### config.mk
export PLATFORM = sky130hd
export DESIGN_NAME = usart_echo_unit_flat
export DESIGN_NICKNAME = d
export VERILOG_FILES = /design/src/rtl/usart_pkg.sv /design/src/rtl/usart_echo_unit_if.sv /design/src/rtl/usart_echo_fifo.sv /design/src/rtl/usart_echo_unit.sv /design/src/flat_wrapper.sv
export SDC_FILE = /design/constraint.sdc
export NUM_CORES = 1
export LEC_CHECK = 0
export CORE_MARGIN = 4
export CORE_UTILIZATION = 50
export CTS_CLUSTER_DIAMETER = 50
export DETAILED_ROUTE_END_ITERATION = 16
export PLACE_DENSITY = 0.67
export SKIP_CTS_REPAIR_TIMING = 1
export SLEW_MARGIN = 0
export SYNTH_ARGS = -nofsm -noshare
export SYNTH_HDL_FRONTEND = slang
export SYNTH_SLANG_ARGS = --single-unit
### constraint.sdc
create_clock -name comm_clock -period 4.5 [get_ports comm_clock]
set_input_delay 0.675 -clock comm_clock [delete_from_list [all_inputs] [get_ports comm_clock]]
set_output_delay 0.675 -clock comm_clock [all_outputs]
set_load 0.02 [all_outputs]
### src/rtl/usart_pkg.sv
// usart_pkg: shared types for the usart library.
// Provides the frame width, the 12-bit bit-time divisor type, the RX/TX state
// enums and a helper that clamps the divisor to its smallest usable value.
package usart_pkg;

  localparam int unsigned DATA_BITS = 8;
  localparam int unsigned DIV_W     = 12;
  localparam int unsigned BIT_IDX_W = $clog2(DATA_BITS);

  typedef logic [DIV_W-1:0]     divisor_t;
  typedef logic [DATA_BITS-1:0] data_t;

  typedef enum logic [1:0] {
    RX_IDLE,
    RX_START,
    RX_DATA,
    RX_STOP
  } rx_state_e;

  typedef enum logic [1:0] {
    TX_IDLE,
    TX_START,
    TX_DATA,
    TX_STOP
  } tx_state_e;

  // A half-bit wait of zero ticks is meaningless, so anything below 2 becomes 2.
  function automatic divisor_t clamp_div(input divisor_t d);
    return (d < DIV_W'(2)) ? DIV_W'(2) : d;
  endfunction

endpackage

### src/rtl/usart_echo_unit_if.sv
// usart_echo_unit_if: serial-side signal bundle of the echo unit.
//   serial_clock   baud reference level (sampled by comm_clock)
//   clocks_per_bit ticks per serial bit, quasi-static
//   rx_pin         serial input from the host, idle high
//   tx_pin         serial output to the host, idle high
//   rts_pin        request-to-send, active low
// master = host side, slave = echo unit.
interface usart_echo_unit_if;

  logic                serial_clock;
  usart_pkg::divisor_t clocks_per_bit;
  logic                rx_pin;
  logic                tx_pin;
  logic                rts_pin;

  modport master (
    output serial_clock,
    output clocks_per_bit,
    output rx_pin,
    input  tx_pin,
    input  rts_pin
  );

  modport slave (
    input  serial_clock,
    input  clocks_per_bit,
    input  rx_pin,
    output tx_pin,
    output rts_pin
  );

endinterface

### src/rtl/usart_echo_fifo.sv
// usart_echo_fifo: DEPTH x 8 echo buffer with wrap-around pointers.
//   clk, rst_n  clock and synchronous active-low reset
//   push        write wr_data; ignored while full
//   pop         advance read pointer; ignored while empty
//   rd_data_c   head entry (combinational view of the array)
//   full/empty  registered status flags
//   count       registered fill level, $clog2(DEPTH)+1 bits
module usart_echo_fifo
  import usart_pkg::*;
#(
  parameter int unsigned DEPTH = 4
) (
  input  logic                     clk,
  input  logic                     rst_n,
  input  logic                     push,
  input  data_t                    wr_data,
  input  logic                     pop,
  output data_t                    rd_data_c,
  output logic                     full,
  output logic                     empty,
  output logic [$clog2(DEPTH):0]   count
);

  localparam int unsigned AW = $clog2(DEPTH);
  localparam int unsigned CW = AW + 1;

  data_t         mem_q [DEPTH];
  logic [AW-1:0] wr_ptr_q, wr_ptr_d;
  logic [AW-1:0] rd_ptr_q, rd_ptr_d;
  logic [CW-1:0] count_q, count_d;
  logic          full_q, full_d;
  logic          empty_q, empty_d;
  logic          do_push_c, do_pop_c;

  // Next pointers/count; push+pop together leaves the count unchanged.
  always_comb begin
    do_push_c = push && !full_q;
    do_pop_c  = pop && !empty_q;
    wr_ptr_d  = wr_ptr_q;
    rd_ptr_d  = rd_ptr_q;
    count_d   = count_q;
    if (do_push_c) wr_ptr_d = wr_ptr_q + AW'(1);
    if (do_pop_c)  rd_ptr_d = rd_ptr_q + AW'(1);
    case ({do_push_c, do_pop_c})
      2'b10:   count_d = count_q + CW'(1);
      2'b01:   count_d = count_q - CW'(1);
      default: count_d = count_q;
    endcase
    full_d  = (count_d == CW'(DEPTH));
    empty_d = (count_d == '0);
  end

  always_ff @(posedge clk) begin
    if (!rst_n) begin
      wr_ptr_q <= '0;
      rd_ptr_q <= '0;
      count_q  <= '0;
      full_q   <= 1'b0;
      empty_q  <= 1'b1;
    end else begin
      wr_ptr_q <= wr_ptr_d;
      rd_ptr_q <= rd_ptr_d;
      count_q  <= count_d;
      full_q   <= full_d;
      empty_q  <= empty_d;
    end
  end

  // Storage array carries no reset; only accepted pushes write it.
  always_ff @(posedge clk) begin
    if (do_push_c) mem_q[wr_ptr_q] <= wr_data;
  end

  assign rd_data_c = mem_q[rd_ptr_q];
  assign full      = full_q;
  assign empty     = empty_q;
  assign count     = count_q;

endmodule

### src/rtl/usart_echo_unit.sv
// usart_echo_unit: 8N1 loopback. Receives frames on ser.rx_pin, buffers good
// bytes in usart_echo_fifo and retransmits them on ser.tx_pin.
//   comm_clock  sole clock, rising edge
//   reset_n     synchronous active-low reset
//   ser         usart_echo_unit_if.slave (serial_clock, clocks_per_bit,
//               rx_pin in; tx_pin, rts_pin out)
module usart_echo_unit
  import usart_pkg::*;
#(
  parameter int unsigned FIFO_DEPTH = 4
) (
  input  logic              comm_clock,
  input  logic              reset_n,
  usart_echo_unit_if.slave  ser
);

  localparam int unsigned CW = $clog2(FIFO_DEPTH) + 1;
  localparam logic [BIT_IDX_W-1:0] LAST_BIT = BIT_IDX_W'(DATA_BITS - 1);

  // Tick generator and RX synchroniser
  logic sclk_q;
  logic tick_c;
  logic rx_meta_q, rx_sync_q;

  // RX path
  rx_state_e             rx_state_q, rx_state_d;
  divisor_t              rx_cpb_q, rx_cpb_d;
  divisor_t              rx_cnt_q, rx_cnt_d;
  divisor_t              rx_cnt_inc_c;
  logic [BIT_IDX_W-1:0]  rx_bit_q, rx_bit_d;
  data_t                 rx_shift_q, rx_shift_d;
  logic                  rx_err_q, rx_err_d;
  logic                  push_q, push_d;

  // TX path
  tx_state_e             tx_state_q, tx_state_d;
  divisor_t              tx_cpb_q, tx_cpb_d;
  divisor_t              tx_cnt_q, tx_cnt_d;
  divisor_t              tx_cnt_inc_c;
  logic [BIT_IDX_W-1:0]  tx_bit_q, tx_bit_d;
  data_t                 tx_shift_q, tx_shift_d;
  logic                  tx_q, tx_d;
  logic                  pop_c;

  // FIFO and flow control
  data_t                 fifo_rd_c;
  logic                  fifo_full, fifo_empty;
  logic [CW-1:0]         fifo_count;
  logic                  rts_q, rts_d;

  // One-cycle tick on each sampled rising edge of serial_clock.
  assign tick_c       = ser.serial_clock && !sclk_q;
  assign rx_cnt_inc_c = rx_cnt_q + DIV_W'(1);
  assign tx_cnt_inc_c = tx_cnt_q + DIV_W'(1);

  // RX next state: half-bit start check, then mid-bit samples every bit time.
  always_comb begin
    rx_state_d = rx_state_q;
    rx_cpb_d   = rx_cpb_q;
    rx_cnt_d   = rx_cnt_q;
    rx_bit_d   = rx_bit_q;
    rx_shift_d = rx_shift_q;
    rx_err_d   = rx_err_q;
    push_d     = 1'b0;
    case (rx_state_q)
      RX_IDLE: begin
        if (!rx_sync_q) begin
          rx_state_d = RX_START;
          rx_cnt_d   = '0;
          rx_cpb_d   = clamp_div(ser.clocks_per_bit);
          rx_err_d   = 1'b0;
        end
      end
      RX_START: begin
        if (tick_c) begin
          rx_cnt_d = rx_cnt_inc_c;
          if (rx_cnt_inc_c == (rx_cpb_q >> 1)) begin
            rx_cnt_d = '0;
            if (!rx_sync_q) begin
              rx_state_d = RX_DATA;
              rx_bit_d   = '0;
            end else begin
              rx_state_d = RX_IDLE;
            end
          end
        end
      end
      RX_DATA: begin
        if (tick_c) begin
          rx_cnt_d = rx_cnt_inc_c;
          if (rx_cnt_inc_c == rx_cpb_q) begin
            rx_cnt_d   = '0;
            rx_shift_d = {rx_sync_q, rx_shift_q[DATA_BITS-1:1]};
            if (rx_bit_q == LAST_BIT) rx_state_d = RX_STOP;
            else                      rx_bit_d   = rx_bit_q + BIT_IDX_W'(1);
          end
        end
      end
      RX_STOP: begin
        // After a framing error, hold here until the line is released.
        if (rx_err_q) begin
          if (rx_sync_q) begin
            rx_state_d = RX_IDLE;
            rx_err_d   = 1'b0;
          end
        end else if (tick_c) begin
          rx_cnt_d = rx_cnt_inc_c;
          if (rx_cnt_inc_c == rx_cpb_q) begin
            rx_cnt_d = '0;
            if (rx_sync_q) begin
              push_d     = 1'b1;
              rx_state_d = RX_IDLE;
            end else begin
              rx_err_d = 1'b1;
            end
          end
        end
      end
      default: rx_state_d = RX_IDLE;
    endcase
  end

  // TX next state; a pending byte at the end of STOP starts the next frame directly.
  always_comb begin
    tx_state_d = tx_state_q;
    tx_cpb_d   = tx_cpb_q;
    tx_cnt_d   = tx_cnt_q;
    tx_bit_d   = tx_bit_q;
    tx_shift_d = tx_shift_q;
    tx_d       = tx_q;
    pop_c      = 1'b0;
    case (tx_state_q)
      TX_IDLE: begin
        tx_d = 1'b1;
        if (!fifo_empty) begin
          pop_c      = 1'b1;
          tx_shift_d = fifo_rd_c;
          tx_cpb_d   = clamp_div(ser.clocks_per_bit);
          tx_cnt_d   = '0;
          tx_state_d = TX_START;
          tx_d       = 1'b0;
        end
      end
      TX_START: begin
        if (tick_c) begin
          tx_cnt_d = tx_cnt_inc_c;
          if (tx_cnt_inc_c == tx_cpb_q) begin
            tx_cnt_d   = '0;
            tx_bit_d   = '0;
            tx_state_d = TX_DATA;
            tx_d       = tx_shift_q[0];
            tx_shift_d = {1'b0, tx_shift_q[DATA_BITS-1:1]};
          end
        end
      end
      TX_DATA: begin
        if (tick_c) begin
          tx_cnt_d = tx_cnt_inc_c;
          if (tx_cnt_inc_c == tx_cpb_q) begin
            tx_cnt_d = '0;
            if (tx_bit_q == LAST_BIT) begin
              tx_state_d = TX_STOP;
              tx_d       = 1'b1;
            end else begin
              tx_bit_d   = tx_bit_q + BIT_IDX_W'(1);
              tx_d       = tx_shift_q[0];
              tx_shift_d = {1'b0, tx_shift_q[DATA_BITS-1:1]};
            end
          end
        end
      end
      TX_STOP: begin
        if (tick_c) begin
          tx_cnt_d = tx_cnt_inc_c;
          if (tx_cnt_inc_c == tx_cpb_q) begin
            tx_cnt_d = '0;
            if (!fifo_empty) begin
              pop_c      = 1'b1;
              tx_shift_d = fifo_rd_c;
              tx_cpb_d   = clamp_div(ser.clocks_per_bit);
              tx_state_d = TX_START;
              tx_d       = 1'b0;
            end else begin
              tx_state_d = TX_IDLE;
            end
          end
        end
      end
      default: tx_state_d = TX_IDLE;
    endcase
  end

  // Stop sending once only one free slot remains.
  always_comb begin
    rts_d = fifo_full || (fifo_count >= CW'(FIFO_DEPTH - 1));
  end

  always_ff @(posedge comm_clock) begin
    if (!reset_n) begin
      sclk_q     <= 1'b1;
      rx_meta_q  <= 1'b1;
      rx_sync_q  <= 1'b1;
      rx_state_q <= RX_IDLE;
      rx_cpb_q   <= DIV_W'(2);
      rx_cnt_q   <= '0;
      rx_bit_q   <= '0;
      rx_shift_q <= '0;
      rx_err_q   <= 1'b0;
      push_q     <= 1'b0;
      tx_state_q <= TX_IDLE;
      tx_cpb_q   <= DIV_W'(2);
      tx_cnt_q   <= '0;
      tx_bit_q   <= '0;
      tx_shift_q <= '0;
      tx_q       <= 1'b1;
      rts_q      <= 1'b0;
    end else begin
      sclk_q     <= ser.serial_clock;
      rx_meta_q  <= ser.rx_pin;
      rx_sync_q  <= rx_meta_q;
      rx_state_q <= rx_state_d;
      rx_cpb_q   <= rx_cpb_d;
      rx_cnt_q   <= rx_cnt_d;
      rx_bit_q   <= rx_bit_d;
      rx_shift_q <= rx_shift_d;
      rx_err_q   <= rx_err_d;
      push_q     <= push_d;
      tx_state_q <= tx_state_d;
      tx_cpb_q   <= tx_cpb_d;
      tx_cnt_q   <= tx_cnt_d;
      tx_bit_q   <= tx_bit_d;
      tx_shift_q <= tx_shift_d;
      tx_q       <= tx_d;
      rts_q      <= rts_d;
    end
  end

  usart_echo_fifo #(
    .DEPTH (FIFO_DEPTH)
  ) u_fifo (
    .clk       (comm_clock),
    .rst_n     (reset_n),
    .push      (push_q),
    .wr_data   (rx_shift_q),
    .pop       (pop_c),
    .rd_data_c (fifo_rd_c),
    .full      (fifo_full),
    .empty     (fifo_empty),
    .count     (fifo_count)
  );

  assign ser.tx_pin  = tx_q;
  assign ser.rts_pin = rts_q;

endmodule

### src/flat_wrapper.sv
// flat-port wrapper written by rule: the top's interface ports become plain ports
module usart_echo_unit_flat import usart_pkg::*;
#(
  parameter int unsigned FIFO_DEPTH = 4
)
  (comm_clock, reset_n, ser_serial_clock, ser_clocks_per_bit, ser_rx_pin, ser_tx_pin, ser_rts_pin);
  usart_echo_unit_if ser_i ();
  input  logic comm_clock;
  input  logic reset_n;
  input wire logic [$bits(ser_i.serial_clock)-1:0] ser_serial_clock;
  input wire logic [$bits(ser_i.clocks_per_bit)-1:0] ser_clocks_per_bit;
  input wire logic [$bits(ser_i.rx_pin)-1:0] ser_rx_pin;
  output wire logic [$bits(ser_i.tx_pin)-1:0] ser_tx_pin;
  output wire logic [$bits(ser_i.rts_pin)-1:0] ser_rts_pin;
  assign ser_i.serial_clock = ser_serial_clock;
  assign ser_i.clocks_per_bit = ser_clocks_per_bit;
  assign ser_i.rx_pin = ser_rx_pin;
  assign ser_tx_pin = ser_i.tx_pin;
  assign ser_rts_pin = ser_i.rts_pin;
  usart_echo_unit #(.FIFO_DEPTH(FIFO_DEPTH)) u_core (.comm_clock(comm_clock), .reset_n(reset_n), .ser(ser_i));
endmodule
==> impl_metrics.env, run 1 <==
export IMPL_start_util=0.5141
export IMPL_drv_cap=0
export IMPL_power_leakage_uw=0.002829
export IMPL_synthCells=687
export IMPL_skew_ps=13.15
export IMPL_reg2reg_depth=15
export IMPL_grt_max_degree=59
export IMPL_clock_path_buffers=2
export IMPL_final_cells=869
export IMPL_post_route_min_period_ps=3729
export IMPL_place_inst=837
export IMPL_clock_sinks=124
export IMPL_synthFlopType="dfxtp_1"
export IMPL_die_area_sq_um=14970
export IMPL_worstSetupEndpointType="flop"
export IMPL_relSlewSlack=0.1672
export IMPL_hold_viol=0
export IMPL_critPathArrivalTime_ps=4090
export IMPL_viasPerCell=5.703
export IMPL_final_setup_tns_ps=0
export IMPL_max_freq_mhz=268.2
export IMPL_hp_class="reg -> reg"
export IMPL_firstDrtPassIters=5
export IMPL_finalSetupViolations=0
export IMPL_synth_edff_count=32
export IMPL_netlist_top_cell_by_area="dfxtp_1"
export IMPL_grt_pass1_wl_um=23940
export IMPL_crit_end="u_core.u_fifo.empty"
export IMPL_rsz0062_at_grt="no"
export IMPL_cts_buffers=17
export IMPL_dp_hpwl_um=10030
export IMPL_startpoint="u_core.tx_cnt_q[0]"
export IMPL_vdd_drop_max_v=0.0003376
export IMPL_r2r_slack_ps=770
export IMPL_grt_pass1_vias=4945
export IMPL_period_share=0.8287
export IMPL_drc=0
export IMPL_vias=4956
export IMPL_fp_dieH_um=122.4
export IMPL_synth_top_cells_by_area="dfxtp_1 (28%), edfxtp_1 (15%), mux2i_1 (5.1%)"
export IMPL_critPathLaunchType="flop"
export IMPL_rows=41
export IMPL_yosysTopAreaCellShare=0.2816
export IMPL_synthArstFlopShare=0
export IMPL_ys_seq_area_frac=0.4285
export IMPL_tightestPinTransition_ps=1240
export IMPL_report_power_total_uw=3061
export IMPL_synth_cell_types=77
export IMPL_synthesis_nets=720
export IMPL_drive_above_1_share=0.08752
export IMPL_power_density_nw_per_um2=418.1
export IMPL_die_w_um=122.4
export IMPL_cp_max_fo=7
export IMPL_synth_common_cells="dfxtp_1 (92), nand2_1 (67), nor2_1 (56)"
export IMPL_cts_tree="built"
export IMPL_maxSlewViolCount=0
export IMPL_antenna_cells=0
export IMPL_clkSlewWorstSetupHoldPaths_ps=60
export IMPL_track_usage=0.2030
export IMPL_finalWirelength_um=14090
export IMPL_holdWs_ps=407.3
export IMPL_synthesis_area_sq_um=6540
export IMPL_io_pins=18
export IMPL_area_growth_pct=11.96
export IMPL_clock_root_buffer="clkbuf_16"
export IMPL_worstPathRequired_ps=4860
export IMPL_gp_congestion=0.9043
export IMPL_criticalPathCategory="reg -> reg"
export IMPL_syn_area_per_cell_sq_um=9.520
export IMPL_cts_max_level=4
export IMPL_reg2reg_to="u_core.u_fifo.empty"
export IMPL_status="completed"
export IMPL_fin_nets=717
export IMPL_clkLatencyLatePin_ps=420
export IMPL_wl_per_cell_um=16.21
export IMPL_r2r_start="u_core.tx_cnt_q[0]"
export IMPL_fp_coreArea_sq_um=12720
export IMPL_synth_most_common_cell="dfxtp_1"
export IMPL_synth_seq_cells=124
export IMPL_antenna_found_initial=0
export IMPL_yosysWarnings=0
export IMPL_antenna_left=0
export IMPL_first_iter_violations=326
export IMPL_overflow=0
export IMPL_portBuffers=17
==> stage by stage <==
stage | area (sq um) | worst slack, ps | utilization
6_report | 7322 | 770.8 | 0.5755
5_1_grt | 7322 | 450.3 | 0.5755
3_5_place_dp | 6748 | 867.8 | 0.5304
4_1_cts | 7322 | 843.9 | 0.5755
2_1_floorplan | 6540 | 1190 | -
3_3_place_gp | 6748 | 1034 | 0.5304
==> critical path, stage by stage, from the launching register on <==
cell,delay (ps)
dfxtp_1,440
ha_1,310
nand3_1,140
o21a_1,200
a2111oi_0,400
and4bb_2,360
nand4_1,120
a211oi_2,330
ha_1,240
inv_1,70
fa_1,380
xor2_1,160
nor2_1,130
xnor2_1,160
nor2_1,90
a21oi_1,140
==> metal layers <==
layer  track usage  vias to the layer above  part of all wire
met5             0                        -                 0
met4       0.07628                        0             0.015
met3       0.04424                       17             0.040
met2        0.3439                      115              0.49
met1        0.2543                     2348              0.45
li1              -                     2476                 -
==> worst min-delay path by stage <==
stage          cells after the start              from  slack, ps          endpoint
6_report                           1  u_core.rx_meta_q        410  u_core.rx_sync_q
3_5_place_dp                       1  u_core.rx_meta_q        400  u_core.rx_sync_q
5_1_grt                            1  u_core.rx_meta_q        420  u_core.rx_sync_q
4_1_cts                            1  u_core.rx_meta_q        410  u_core.rx_sync_q
2_1_floorplan                      1  u_core.rx_meta_q        390  u_core.rx_sync_q
3_3_place_gp                       1  u_core.rx_meta_q        390  u_core.rx_sync_q
==> final cells by class <==
cell class,instances,area (sq um)
fill,1149,5400
multi-input combinational,497,3443
sequential,124,2803
clock buffer,18,439.2
tap,172,215.2
timing repair buffer,21,200.2
clock inverter,14,135.1
inverter,23,86.33
==> report_power, final <==
part	internal [uW]	switching (uW)	leakage [uW]	total, uW
Sequential	1190	68.2	0.00111	1260
Clock	782	523	0.000283	1310
Combinational	221	274	0.00143	495
==> layout by cell type (no fill, tap or decap), drive strengths merged, types with 8 or more instances in the layout <==
master         Yosys  layout
dfxtp             92      92
mux4               8       8
nand3             35      35
nand2             67      67
clkbuf            22      18
clkdlybuf4s50      0      17
o31ai             10      10
and2               9       9
edfxtp            32      32
nand2b            13      13
a21oi             41      41
ha                16      16
clkinv             0       9
and3              11      11
xnor2             22      22
nor2              56      56
xor2              18      18
nor3              14      14
nor4              11      11
inv               23      27
mux2i             33      33
o21ai             30      30
==> sequential cells by signal (all words and copies together) (netlist names), 3 cells and up, named ones only <==
name	flops
u_core.tx_cpb_q	12
u_core.rx_cnt_q	12
u_core.rx_bit_q	3
u_core.u_fifo.count	3
u_core.tx_shift_q	8
u_core.rx_shift_q	8
u_core.tx_bit_q	3
u_core.tx_cnt_q	12
u_core.u_fifo.mem_q	32
u_core.rx_cpb_q	12
==> cell families (layout without fill, tap and decap cells) <==
kind of cell / after synthesis / count (layout) / share of synthesized area
multiplexers: 42 / 42 / 0.07978
AO/OA/AOI/OAI: 141 / 141 / 0.1418
AND/OR/NAND/NOR: 254 / 254 / 0.2070
buffers and inverters: 66 / 76 / 0.04496
flip-flops: 124 / 124 / 0.4285
adder cells (fa/ha/maj): 17 / 17 / 0.03367
XOR/XNOR: 43 / 43 / 0.06428
Power figures use the tool's default switching activity.
==> inputs of run 2 (changes only) <==
==> constraint.sdc (replaced) <==
create_clock -name comm_clock -period 3.51 [get_ports comm_clock]
set_input_delay 0.5265 -clock comm_clock [delete_from_list [all_inputs] [get_ports comm_clock]]
set_output_delay 0.5265 -clock comm_clock [all_outputs]
set_load 0.02 [all_outputs]
==> impl_metrics.env, run 2 (synthesis gave the netlist of run 1 again) <==
export IMPL_status="completed"
export IMPL_criticalPathCategory="reg -> reg"
export IMPL_hp_class="reg -> reg"
export IMPL_cp_num_buf_inv=1
export IMPL_r2r_start="u_core.tx_cnt_q[1]"
export IMPL_r2r_slack_ps=150
export IMPL_critPathLaunchType="flop"
export IMPL_fp_dieH_um=122.4
export IMPL_die_w_um=122.4
export IMPL_cts_max_level=4
export IMPL_period_share=0.9578
export IMPL_crit_end="u_core.u_fifo.empty"
export IMPL_portBuffers=17
export IMPL_final_common_cell="dfxtp_1"
export IMPL_rows=41
export IMPL_stdcell_area_sq_um=7596
export IMPL_clock_root_buffer="clkbuf_16"
export IMPL_area_growth_pct=16.15
export IMPL_drive_above_1_share=0.1199
export IMPL_final_cell_mix="dfxtp_1 (90), nand2_1 (67), nor2_1 (56), a21oi_1 (41), mux2i_1 (33)"
export IMPL_max_freq_mhz=297.4
export IMPL_track_usage=0.2071
export IMPL_crit_chain="nand4_2 > or3_1 > a2111oi_2 > and4bb_2 > nand4_1 > a211oi_2 > ha_2 > inv_1 > fa_1 > xor2_1 > nor2_1 > xnor2_1 > nor2_1 > a21oi_1"
export IMPL_post_route_min_period_ps=3362
export IMPL_reg2reg_depth=14
export IMPL_cts_buffers=17
export IMPL_grt_pass1_wl_um=24080
export IMPL_antenna_left=0
export IMPL_slowest_stage="dfxtp_2"
export IMPL_clock_path_buffers=2
export IMPL_overflow=0
export IMPL_crit_top_cell="nor2_1"
export IMPL_clkSlewWorstSetupHoldPaths_ps=60
export IMPL_largest_register_ffs=32
export IMPL_power_leakage_uw=0.002976
export IMPL_antenna_cells=0
export IMPL_first_iter_violations=394
export IMPL_finalSetupViolations=0
export IMPL_drv_cap=0
export IMPL_worstSetupEndpointType="flop"
export IMPL_dp_hpwl_um=10230
export IMPL_cp_top_family="simple AND/OR/NAND/NOR gates"
export IMPL_io_pins=18
export IMPL_fp_coreArea_sq_um=12720
export IMPL_skew_ps=8.584
export IMPL_grt_max_degree=58
export IMPL_clock_sinks=124
export IMPL_fin_nets=737
export IMPL_maxSlewViolCount=0
export IMPL_finalWirelength_um=14490
export IMPL_vdd_drop_max_v=0.0005011
export IMPL_relSlewSlack=0.2300
export IMPL_vias=5054
export IMPL_antenna_found_initial=0
export IMPL_place_area_sq_um=6875
export IMPL_cts_tree="built"
export IMPL_die_area_sq_um=14970
export IMPL_power_density_nw_per_um2=560.8
export IMPL_reg2reg_to="u_core.u_fifo.empty"
export IMPL_report_power_total_uw=4260
export IMPL_worstPathRequired_ps=3860
export IMPL_clkLatencyLatePin_ps=420
export IMPL_start_util=0.5141
export IMPL_largest_register="u_core.u_fifo.mem_q"
export IMPL_wl_per_cell_um=16.30
export IMPL_crit_cells=14
export IMPL_drc=0
export IMPL_tightestPinTransition_ps=1155
export IMPL_gp_congestion=0.9358
export IMPL_grt_pass1_vias=4849
export IMPL_viasPerCell=5.685
export IMPL_cp_max_fo=5
export IMPL_critPathArrivalTime_ps=3710
export IMPL_startpoint="u_core.tx_cnt_q[1]"
export IMPL_firstDrtPassIters=4
export IMPL_slowest_delay_ps=380
export IMPL_hold_viol=0
run 2: cell types whose count changed in the layout (fill, tap and decap cells not counted), moves of 2 or more:
cell,delta
dfxtp_1,-2
bufinv_16,+5
ha_1,-2
buf_4,+20
clkinv_4,-2
inv_6,-3
run 2: final cells by class:
type                            count  area (sq um)
Clock buffer                       18         429.2
Clock inverter                     14         242.7
Fill cell                        1117          5126
Inverter                           23         86.33
Multi-Input combinational cell    497          3465
Sequential cell                   124          2808
Tap cell                          172         215.2
Timing Repair Buffer               41         350.3
run 2: how the worst min path moves through the flow:
stage	from	to	cells after the start
floorplan	u_core.rx_meta_q	u_core.rx_sync_q	1
global placement	u_core.rx_meta_q	u_core.rx_sync_q	1
detailed placement	u_core.rx_meta_q	u_core.rx_sync_q	1
CTS	u_core.rx_meta_q	u_core.rx_sync_q	1
global route	u_core.rx_meta_q	u_core.rx_sync_q	1
finish	u_core.rx_meta_q	u_core.rx_sync_q	1
run 2: layer usage:
| metal | track usage | share of wire | wire length, um | up-vias |
|---|---|---|---|---|
| met5 | 0 | 0 | 0 | - |
| met4 | 0.08607 | 0.018 | 259 | 0 |
| met3 | 0.04977 | 0.041 | 598 | 23 |
| met2 | 0.3480 | 0.50 | 7311 | 99 |
| met1 | 0.2553 | 0.44 | 6325 | 2412 |
| li1 | - | - | - | 2520 |
run 2: through the flow:
step,std cells,hold WS [ps],setup WS (ps),setup TNS (ps),util
floorplan,687,386.3,199.9,0,-
global placement,854,393.2,110.7,0,0.5404
detailed placement,854,400.2,-94.23,-106.3,0.5404
CTS,886,413.3,-117.2,-162.6,0.5932
global route,889,445.9,-35.82,-35.82,0.5971
finish,889,408.3,148.0,0,0.5971
run 2: report_power, final:
group,switching (uW),internal [uW]
Combinational,356,298
Clock,652,1340
Sequential,88.5,1530
run 2: worst register-to-register path: stages, from the launching register on:
cell       delay, ps
dfxtp_2          380
nand4_2          120
or3_1            380
a2111oi_2        370
and4bb_2         320
nand4_1          120
a211oi_2         270
ha_2             230
inv_1             50
fa_1             380
xor2_1           160
nor2_1           120
xnor2_1          150
nor2_1            80
a21oi_1          160
==> inputs of run 3 (changes only) <==
--- a/config.mk
+++ b/config.mk
@@ -5,11 +5,11 @@
 export SDC_FILE = /design/constraint.sdc
 export NUM_CORES = 1
 export LEC_CHECK = 0
-export CORE_MARGIN = 4
+export CORE_MARGIN = 5
 export CORE_UTILIZATION = 50
 export CTS_CLUSTER_DIAMETER = 50
 export DETAILED_ROUTE_END_ITERATION = 16
-export PLACE_DENSITY = 0.67
+export PLACE_DENSITY = 0.69
 export SKIP_CTS_REPAIR_TIMING = 1
 export SLEW_MARGIN = 0
 export SYNTH_ARGS = -nofsm -noshare
==> constraint.sdc (replaced) <==
create_clock -name comm_clock -period 2.7 [get_ports comm_clock]
set_input_delay 0.405 -clock comm_clock [delete_from_list [all_inputs] [get_ports comm_clock]]
set_output_delay 0.405 -clock comm_clock [all_outputs]
set_load 0.1 [all_outputs]
==> impl_metrics.env, run 3 (synthesis gave the netlist of run 1 again) <==
export IMPL_final_setup_tns_ps=-2297
export IMPL_antenna_cells=0
export IMPL_worstPathRequired_ps=3060
export IMPL_clock_root_buffer="clkbuf_16"
export IMPL_period_share=1.209
export IMPL_io_pins=18
export IMPL_grt_max_degree=31
export IMPL_slowest_delay_ps=370
export IMPL_power_leakage_uw=0.003444
export IMPL_fin_ws_ps=-564.6
export IMPL_holdCritStartpoint="u_core.rx_meta_q"
export IMPL_track_usage=0.2042
export IMPL_grt_pass1_vias=5396
export IMPL_viasPerCell=5.784
export IMPL_gp_congestion=0.9304
export IMPL_hp_class="reg -> reg"
export IMPL_fp_dieH_um=124.4
export IMPL_clkLatencyLatePin_ps=420
export IMPL_cts_max_level=4
export IMPL_overflow=0
export IMPL_holdWs_ps=413.9
export IMPL_critPathArrivalTime_ps=3620
export IMPL_grt_pass1_wl_um=26170
export IMPL_rsz0062_at_grt="yes"
export IMPL_rows=41
export IMPL_post_route_min_period_ps=3265
export IMPL_crit_chain="ha_4 > xnor2_2 > o211ai_1 > a2111oi_2 > and4bb_2 > nand4_1 > a211oi_2 > ha_2 > inv_2 > fa_2 > xor2_1 > nor2_1 > xnor2_1 > nor2_1 > a21oi_1"
export IMPL_skew_ps=6.582
export IMPL_tightestPinTransition_ps=997.0
export IMPL_antenna_left=0
export IMPL_hold_viol=0
export IMPL_die_w_um=124.4
export IMPL_worstSetupEndpointType="flop"
export IMPL_clkSlewWorstSetupHoldPaths_ps=60
export IMPL_cts_buffers=17
export IMPL_area_growth_pct=29.94
export IMPL_r2r_slack_ps=-560
export IMPL_slowest_stage="dfxtp_4"
export IMPL_clock_path_buffers=2
export IMPL_maxSlewViolCount=0
export IMPL_die_area_sq_um=15470
export IMPL_finalSetupViolations=12
export IMPL_relSlewSlack=0.3329
export IMPL_wl_per_cell_um=17.43
export IMPL_drive_above_1_share=0.2656
export IMPL_reg2reg_depth=15
export IMPL_report_power_total_uw=5533
export IMPL_antenna_found_initial=0
export IMPL_crit_top_cell="nor2_1"
export IMPL_drv_cap=0
export IMPL_final_util=0.6680
export IMPL_dp_hpwl_um=11300
export IMPL_clock_sinks=124
export IMPL_vias=5547
export IMPL_place_ws_ps=-627.6
export IMPL_portBuffers=17
export IMPL_max_freq_mhz=306.3
export IMPL_criticalPathCategory="reg -> reg"
export IMPL_largest_register="u_core.u_fifo.mem_q"
export IMPL_hold_path_endpoint="u_core.rx_sync_q"
export IMPL_r2r_start="u_core.tx_cnt_q[0]"
export IMPL_final_cell_mix="buf_4 (85), dfxtp_1 (81), nand2_1 (64), nor2_1 (55)"
export IMPL_first_iter_violations=461
export IMPL_cp_max_fo=4
export IMPL_firstDrtPassIters=5
export IMPL_cts_tree="built"
export IMPL_reg2reg_to="u_core.u_fifo.empty"
export IMPL_power_density_nw_per_um2=651.1
export IMPL_min_path_cells=1
export IMPL_finalWirelength_um=16710
export IMPL_critPathLaunchType="flop"
export IMPL_fin_nets=807
export IMPL_violations="negative setup slack"
export IMPL_final_common_cell="buf_4"
export IMPL_vdd_drop_max_v=0.0005767
export IMPL_status="finished, violations left"
export IMPL_start_util=0.5141
export IMPL_drc=0
export IMPL_largest_register_ffs=32
export IMPL_fp_coreArea_sq_um=12720
==> run 3: worst max path at each step <==
stage,start,endpoint,depth (start not counted)
global placement,u_core.tx_cnt_q[3],u_core.u_fifo.full,12
global route,u_core.tx_cnt_q[0],u_core.u_fifo.empty,15
detailed placement,u_core.tx_cnt_q[3],u_core.u_fifo.empty,14
floorplan,u_core.tx_cnt_q[5],u_core.u_fifo.full,13
CTS,u_core.tx_cnt_q[3],u_core.u_fifo.empty,14
finish,u_core.tx_cnt_q[0],u_core.u_fifo.empty,15
==> run 3: through the flow <==
step	cells	area [sq um]
2_1_floorplan	687	6589
3_3_place_gp	920	7437
3_5_place_dp	920	7437
4_1_cts	952	8059
5_1_grt	959	8498
6_report	959	8498
==> run 3: power breakdown <==
group,switching (uW),internal [uW]
registers,113,1990
logic,566,482
clock network,843,1540
total,1520,4010
==> run 3: worst max-delay path, delay by kind of cell (launching register included) <==
| kind | cells | cell delay (ps) |
|---|---|---|
| flip-flops | 1 | 370 |
| AO/OA/AOI/OAI | 4 | 880 |
| adder cells (fa/ha/maj) | 3 | 870 |
| buffers and inverters | 1 | 40 |
| XOR/XNOR | 3 | 420 |
| AND/OR/NAND/NOR | 4 | 640 |
==> run 3: layout make-up <==
class,instances,area [sq um]
Inverter,23,91.34
Fill cell,971,4224
Tap cell,172,215.2
Clock buffer,18,429.2
Multi-Input combinational cell,497,3774
Sequential cell,124,2826
Timing Repair Buffer,111,969.7
Clock inverter,14,192.7
==> run 3: layer usage <==
layer / vias to the layer above / track usage / wire [um]
met5: - / 0 / 0
met2: 153 / 0.3594 / 8517
met4: 0 / 0.08575 / 466
li1: 2660 / - / -
met3: 49 / 0.04374 / 682
met1: 2685 / 0.2401 / 7045
